==> src/rtl/ewma_cov_engine.sv <==
// Streaming EWMA mean/covariance engine over N price channels (signed fixed point).
// Optional COV_SATURATE_EN: out-of-range stages clamp instead of wrapping.
module ewma_cov_engine #(
  parameter int N_ASSETS = 4,
  parameter int DATA_W   = 16,
  parameter int FRAC_W   = 8,
  parameter int SHIFT_W  = 4
) (
  input  logic                         clk_100mhz,
  input  logic                         reset_n,
  input  logic                         clear,
  input  logic [SHIFT_W-1:0]           alpha_shift,
  input  logic                         in_valid,
  output logic                         in_ready,
  input  logic [N_ASSETS*DATA_W-1:0]   in_price,
  output logic                         out_valid,
  output logic [2:0]                   out_i,
  output logic [2:0]                   out_j,
  output logic [DATA_W-1:0]            out_cov,
  output logic                         out_last,
  output logic [N_ASSETS*DATA_W-1:0]   mean_bus,
  output logic                         overflow
);
  localparam int K  = N_ASSETS * (N_ASSETS + 1) / 2;
  localparam int IW = $clog2(N_ASSETS);
  localparam int KW = $clog2(K);
  localparam int WW = 2 * DATA_W + 2;

  typedef logic signed [WW-1:0]     wide_t;
  typedef logic signed [DATA_W-1:0] data_t;
  typedef enum logic [1:0] {IDLE, PRIME, MEAN, UPDATE} state_t;

  state_t             state, state_n;
  logic               primed;
  logic [SHIFT_W-1:0] s_q;
  logic [IW-1:0]      row, col;
  logic [KW-1:0]      kidx;
  data_t              pbuf_q [N_ASSETS];
  data_t              prev_q [N_ASSETS];
  data_t              mean_q [N_ASSETS];
  data_t              r_q    [N_ASSETS];
  data_t              m_q    [K];

  // Out of range when the bits above the DATA_W sign bit are not a pure sign extension.
  function automatic logic oor(input wide_t v);
    logic [WW-DATA_W:0] top;
    top = v[WW-1:DATA_W-1];
    return !((&top) || !(|top));
  endfunction

  function automatic data_t fit(input wide_t v);
`ifdef COV_SATURATE_EN
    if (oor(v))
      return v[WW-1] ? {1'b1, {(DATA_W-1){1'b0}}} : {1'b0, {(DATA_W-1){1'b1}}};
`endif
    return v[DATA_W-1:0];
  endfunction

  data_t r_n [N_ASSETS];
  data_t mean_n [N_ASSETS];
  wide_t rw, dw, mw;
  data_t dd;
  logic  mean_ovf;

  always_comb begin
    mean_ovf = 1'b0;
    rw = '0;
    dw = '0;
    mw = '0;
    dd = '0;
    for (int unsigned c = 0; c < N_ASSETS; c++) begin
      rw        = wide_t'(pbuf_q[c]) - wide_t'(prev_q[c]);
      r_n[c]    = fit(rw);
      dw        = wide_t'(r_n[c]) - wide_t'(mean_q[c]);
      dd        = fit(dw);
      mw        = wide_t'(mean_q[c]) + (wide_t'(dd) >>> s_q);
      mean_n[c] = fit(mw);
      mean_ovf  = mean_ovf | oor(rw) | oor(dw) | oor(mw);
    end
  end

  wide_t qw, mw2, pw, cw;
  data_t q, m_new, mp, cov_n;
  logic  upd_ovf, last;

  always_comb begin
    qw      = (wide_t'(r_q[row]) * wide_t'(r_q[col])) >>> FRAC_W;
    q       = fit(qw);
    mw2     = wide_t'(m_q[kidx]) + ((wide_t'(q) - wide_t'(m_q[kidx])) >>> s_q);
    m_new   = fit(mw2);
    pw      = (wide_t'(mean_q[row]) * wide_t'(mean_q[col])) >>> FRAC_W;
    mp      = fit(pw);
    cw      = wide_t'(m_new) - wide_t'(mp);
    cov_n   = fit(cw);
    upd_ovf = oor(qw) | oor(mw2) | oor(pw) | oor(cw);
    last    = (row == IW'(N_ASSETS - 1));
  end

  always_comb begin
    state_n = state;
    case (state)
      IDLE:    if (in_valid) state_n = primed ? MEAN : PRIME;
      PRIME:   state_n = IDLE;
      MEAN:    state_n = UPDATE;
      UPDATE:  if (last) state_n = IDLE;
      default: state_n = IDLE;
    endcase
    if (clear) state_n = IDLE;
  end

  assign in_ready = (state == IDLE);

  always_comb begin
    mean_bus = '0;
    for (int unsigned c = 0; c < N_ASSETS; c++)
      mean_bus[c*DATA_W +: DATA_W] = mean_q[c];
  end

  always_ff @(posedge clk_100mhz or negedge reset_n) begin
    if (!reset_n) begin
      state     <= IDLE;
      primed    <= 1'b0;
      s_q       <= '0;
      row       <= '0;
      col       <= '0;
      kidx      <= '0;
      pbuf_q    <= '{default: '0};
      prev_q    <= '{default: '0};
      mean_q    <= '{default: '0};
      r_q       <= '{default: '0};
      m_q       <= '{default: '0};
      out_valid <= 1'b0;
      out_last  <= 1'b0;
      out_i     <= '0;
      out_j     <= '0;
      out_cov   <= '0;
      overflow  <= 1'b0;
    end else if (clear) begin
      state     <= IDLE;
      primed    <= 1'b0;
      s_q       <= '0;
      row       <= '0;
      col       <= '0;
      kidx      <= '0;
      pbuf_q    <= '{default: '0};
      prev_q    <= '{default: '0};
      mean_q    <= '{default: '0};
      r_q       <= '{default: '0};
      m_q       <= '{default: '0};
      out_valid <= 1'b0;
      out_last  <= 1'b0;
      out_i     <= '0;
      out_j     <= '0;
      out_cov   <= '0;
      overflow  <= 1'b0;
    end else begin
      state     <= state_n;
      out_valid <= 1'b0;
      out_last  <= 1'b0;
      case (state)
        IDLE: if (in_valid) begin
          s_q <= alpha_shift;
          for (int unsigned c = 0; c < N_ASSETS; c++)
            pbuf_q[c] <= in_price[c*DATA_W +: DATA_W];
        end
        PRIME: begin
          prev_q <= pbuf_q;
          primed <= 1'b1;
        end
        MEAN: begin
          r_q      <= r_n;
          mean_q   <= mean_n;
          prev_q   <= pbuf_q;
          row      <= '0;
          col      <= '0;
          kidx     <= '0;
          overflow <= overflow | mean_ovf;
        end
        UPDATE: begin
          m_q[kidx] <= m_new;
          out_valid <= 1'b1;
          out_i     <= 3'(row);
          out_j     <= 3'(col);
          out_cov   <= cov_n;
          out_last  <= last;
          overflow  <= overflow | upd_ovf;
          kidx      <= kidx + 1'b1;
          // Row-major walk of the upper triangle; each new row starts on its diagonal.
          if (last) begin
            row  <= '0;
            col  <= '0;
            kidx <= '0;
          end else if (col == IW'(N_ASSETS - 1)) begin
            row <= row + 1'b1;
            col <= row + 1'b1;
          end else begin
            col <= col + 1'b1;
          end
        end
        default: ;
      endcase
    end
  end
endmodule

==> config.mk <==
export PLATFORM = sky130hd
export DESIGN_NAME = ewma_cov_engine
export DESIGN_NICKNAME = d
export VERILOG_FILES = /design/src/rtl/ewma_cov_engine.sv
export SDC_FILE = /design/constraint.sdc
export NUM_CORES = 2
export LEC_CHECK = 0
export ABC_CLOCK_PERIOD_IN_PS = 17600
export CAP_MARGIN = 25
export CORE_MARGIN = 2
export CORE_UTILIZATION = 32
export CTS_CLUSTER_DIAMETER = 50
export DETAILED_ROUTE_END_ITERATION = 10
export DONT_BUFFER_PORTS = 1
export MAX_ROUTING_LAYER = met4
export PLACE_DENSITY = 0.43
export SLEW_MARGIN = 25
export SYNTH_ARGS = -nofsm -noshare
export SYNTH_HDL_FRONTEND = slang
export SYNTH_SLANG_ARGS = --single-unit
==> constraint.sdc <==
create_clock -name clk_100mhz -period 17.6 [get_ports clk_100mhz]
set_clock_uncertainty 0.2 [all_clocks]
set_input_delay 2.64 -clock clk_100mhz [delete_from_list [all_inputs] [get_ports clk_100mhz]]
set_output_delay 2.64 -clock clk_100mhz [all_outputs]
set_load 0.02 [all_outputs]
==> out/metrics.cfg <==
[detailed_routing]
dr.pass1.iters=6
drc_errors=0
drt_iter0_drc=2766
ant_nets=0
wl_per_cell_um=22.5
vias=43000
vias_per_cell=5.21
routed_wl_mm=186

[clocking]
clock_latency_ns=0.71
cts_resized=0
cts_inserted_buffers=75
cts_root_buf=clkbuf_16
h-tree-depth=3
postCtsHoldBufs=0
clk_pin_slew_ns=0.05
post-cts-setup-buffers=0
clockBufferDepth=3
clock_sinks=454
tritoncts=built

[worst_setup_path]
worstSetupPathDepth=47
crit_fanout=58
r2r_cells=47
worst-path-buf-inv=6
worstSetupEndpointType=flip-flop
crit_top_cell=fa_1
worstSetupPathType=flip-flop to flip-flop
cp_top_family=compound AO/OA/AOI/OAI gates
cp.arrival_ns=14.24
required_ns=17.93
slowest_stage=dfrtp_4
startpoint_type=flip-flop
max_stage_delay_ns=1.01

[final_layout]
fill_cells=17700
final_core_util=0.352
multi_input_area_um2=38800
antenna_cells=0
seqCellArea_um2=11400
syn2layout_area_growth_pct=9.56
fin_nets=7001
drive_above_1_share=0.0668

[global_route]
top_usage_layer=met2
grt.overflow.total=0
met3_usage=0.0273
grt_max_degree=455
grt_usage=0.221
grt_util_met2=0.347
grtUsageMet1=0.308
antenna_found_initial=9
grt_pass1_vias=43600
grt_pass1_wl_mm=282

[place]
detailedPlace.worstSlack_ns=3.69
port_buffers=0
dpl.hpwl_mm=144
gp_congestion=0.927

[logic_synthesis]
synth_common_cells=inv_1 (825), nand2_1 (688), nor2_1 (629)
postSynthAreaPerCell_um2=8.90
synth.most_common_cell=inv_1
synth_area_leaders=dfrtp_1 (21%), fa_1 (20%), ha_1 (9.4%), inv_1 (5.7%), mux2i_1 (5.5%)
synth_edf_count=0
yosysSeqAreaShare=0.210
ys_ff_latch=454
synth_flop_cell=dfrtp_1
asyncSetResetFlopFracSynth=1.00
synth_top_area_share=0.210
synth_top_area_cell=dfrtp_1
ys_types=92
yosysWarnings=0
netlist_area_um2=54200
syn-instance-count=6092

[power]
max-vdd-ir-drop_uv=163
cellLeakagePower_uw=0.0260
pwr_density_cell_nw_per_um2=212
pwr-share-seq=0.115
p_total_uw=12600
p_int_uw=5840
clockPowerShare=0.125
switching_share=0.537
p_comb_frac=0.759
p_sw_uw=6770

[hold_path]
worstHoldPathCells=1
min-delay-path-class=flip-flop to flip-flop

[sta]
final_critical_path_setup_slack_ns=3.69
fin_setup_tns_ns=0
layout_min_cycle_time_ns=13.91
rsz0062_at_grt=false
worstMarginPinSlew_ns=1.65
relSlewSlack=-0.102
slew_viol_final=89
setup_violations=0
whs_ns=0.299
min_period_over_period=0.790
hold_viol=0
max_freq_mhz=71.9

[die]
start_util=0.321
die_area_um2=173000
core_region_area_um2=169000
ios=162
die_x_um=416
fp-row-count=151
die_h_um=416

[job]
maxCapViolations=0

[run_status]
violations=max-slew violations
status=finished, violations left

==> state kept, by name (all words and copies together), names as in the netlist, 4 cells and up <==
signal,count
mean_bus,64
pbuf_q,64
kidx,4
out_cov,16
s_q,4
prev_q,64
m_q,160
r_q,64
==> worst register-to-register path: cells and delay by family, from the launching register on <==
family,cells,cell delay (ns)
compound gates,18,4.32
xor+xnor,2,0.31
fa+ha+maj,10,4.24
buf+inv,6,0.96
flops,1,1.01
mux,2,1.00
simple gates,9,1.69
==> path summary, 6_finish.rpt <==
check / start / end / slack, ns
hold reg to reg: m_q[110] / m_q[110] / 0.30
max in group asynchronous: reset_n / prev_q[31] / 13.29
setup reg to reg: col[0] / overflow / 3.69
min in group asynchronous: reset_n / m_q[152] / 1.44
setup / recovery: col[0] / overflow / 3.69
hold / removal: m_q[110] / m_q[110] / 0.30
==> routing by layer <==
metal	share of wire	routed length, um	vias up
met3	0.045	8340	205
li1	-	-	20100
met5	0	0	-
met4	0.018	3330	0
met1	0.48	89600	21700
met2	0.46	84600	981
==> metrics by stage <==
| step | instance area (um2) | cells |
|---|---|---|
| 3_3_place_gp | 56600 | 8112 |
| 2_1_floorplan | 54200 | 6093 |
| 4_1_cts | 59300 | 8250 |
| 3_5_place_dp | 56600 | 8112 |
| 6_report | 59400 | 8253 |
| 5_1_grt | 59400 | 8253 |
==> power by group through the flow <==
stage	Clock (uW)	Combinational [uW]	Sequential, uW
final	1580	9580	1460
after global routing	1660	10500	1470
after CTS	1620	9530	1460
after detailed placement	0	9480	1480
after global placement	0	9460	1480
after floorplan	0	6880	1320
==> area by class of cell <==
type,count,share of cell area
Clock buffer,93,0.0346
Clock inverter,45,0.0107
Inverter,831,0.0525
Multi-Input combinational cell,4531,0.652
Sequential cell,454,0.192
Tap cell,2218,0.0467
Timing Repair Buffer,81,0.0115
==> kinds of logic after synthesis <==
logic type / count (synthesis) / share of synthesized area
and+or+nand+nor: 1763 / 0.142
xor gates and xnor gates: 236 / 0.0384
muxes: 424 / 0.0971
AOI/OAI and AO/OA: 1151 / 0.140
other: 1 / 0.0000692
adders and majority gates: 955 / 0.296
buffers and inverters: 1108 / 0.0771
DFF: 454 / 0.210
==> cells in the final DEF, fill, tap and decap left out, types with 10 or more instances in the layout <==
cell type and count:
and3_1 30, a21oi_1 341, nand2b_1 53, nor2b_1 67
nand3_1 55, fa_1 546, nand2_1 687, o21bai_1 17
buf_4 77, a31o_2 10, or2_2 15, nor3_1 68
xor2_1 56, o2111ai_1 10, or3_1 16, mux4_2 74
o22a_1 15, clkbuf_16 75, o31ai_1 11, a21o_1 63
a31oi_1 34, o21a_1 81, mux2_2 49, o21ai_1 29
o31a_1 11, nor2_1 627, clkbuf_8 11, ha_1 406
dfrtp_1 446, o21ai_0 184, nand4_1 15, and2_1 73
mux2i_1 299, a211oi_1 64, xnor2_1 177, inv_1 824
a21boi_0 15, clkinv_4 10, o211ai_1 40, a22o_1 134
(Power assumes the default switching activity.)
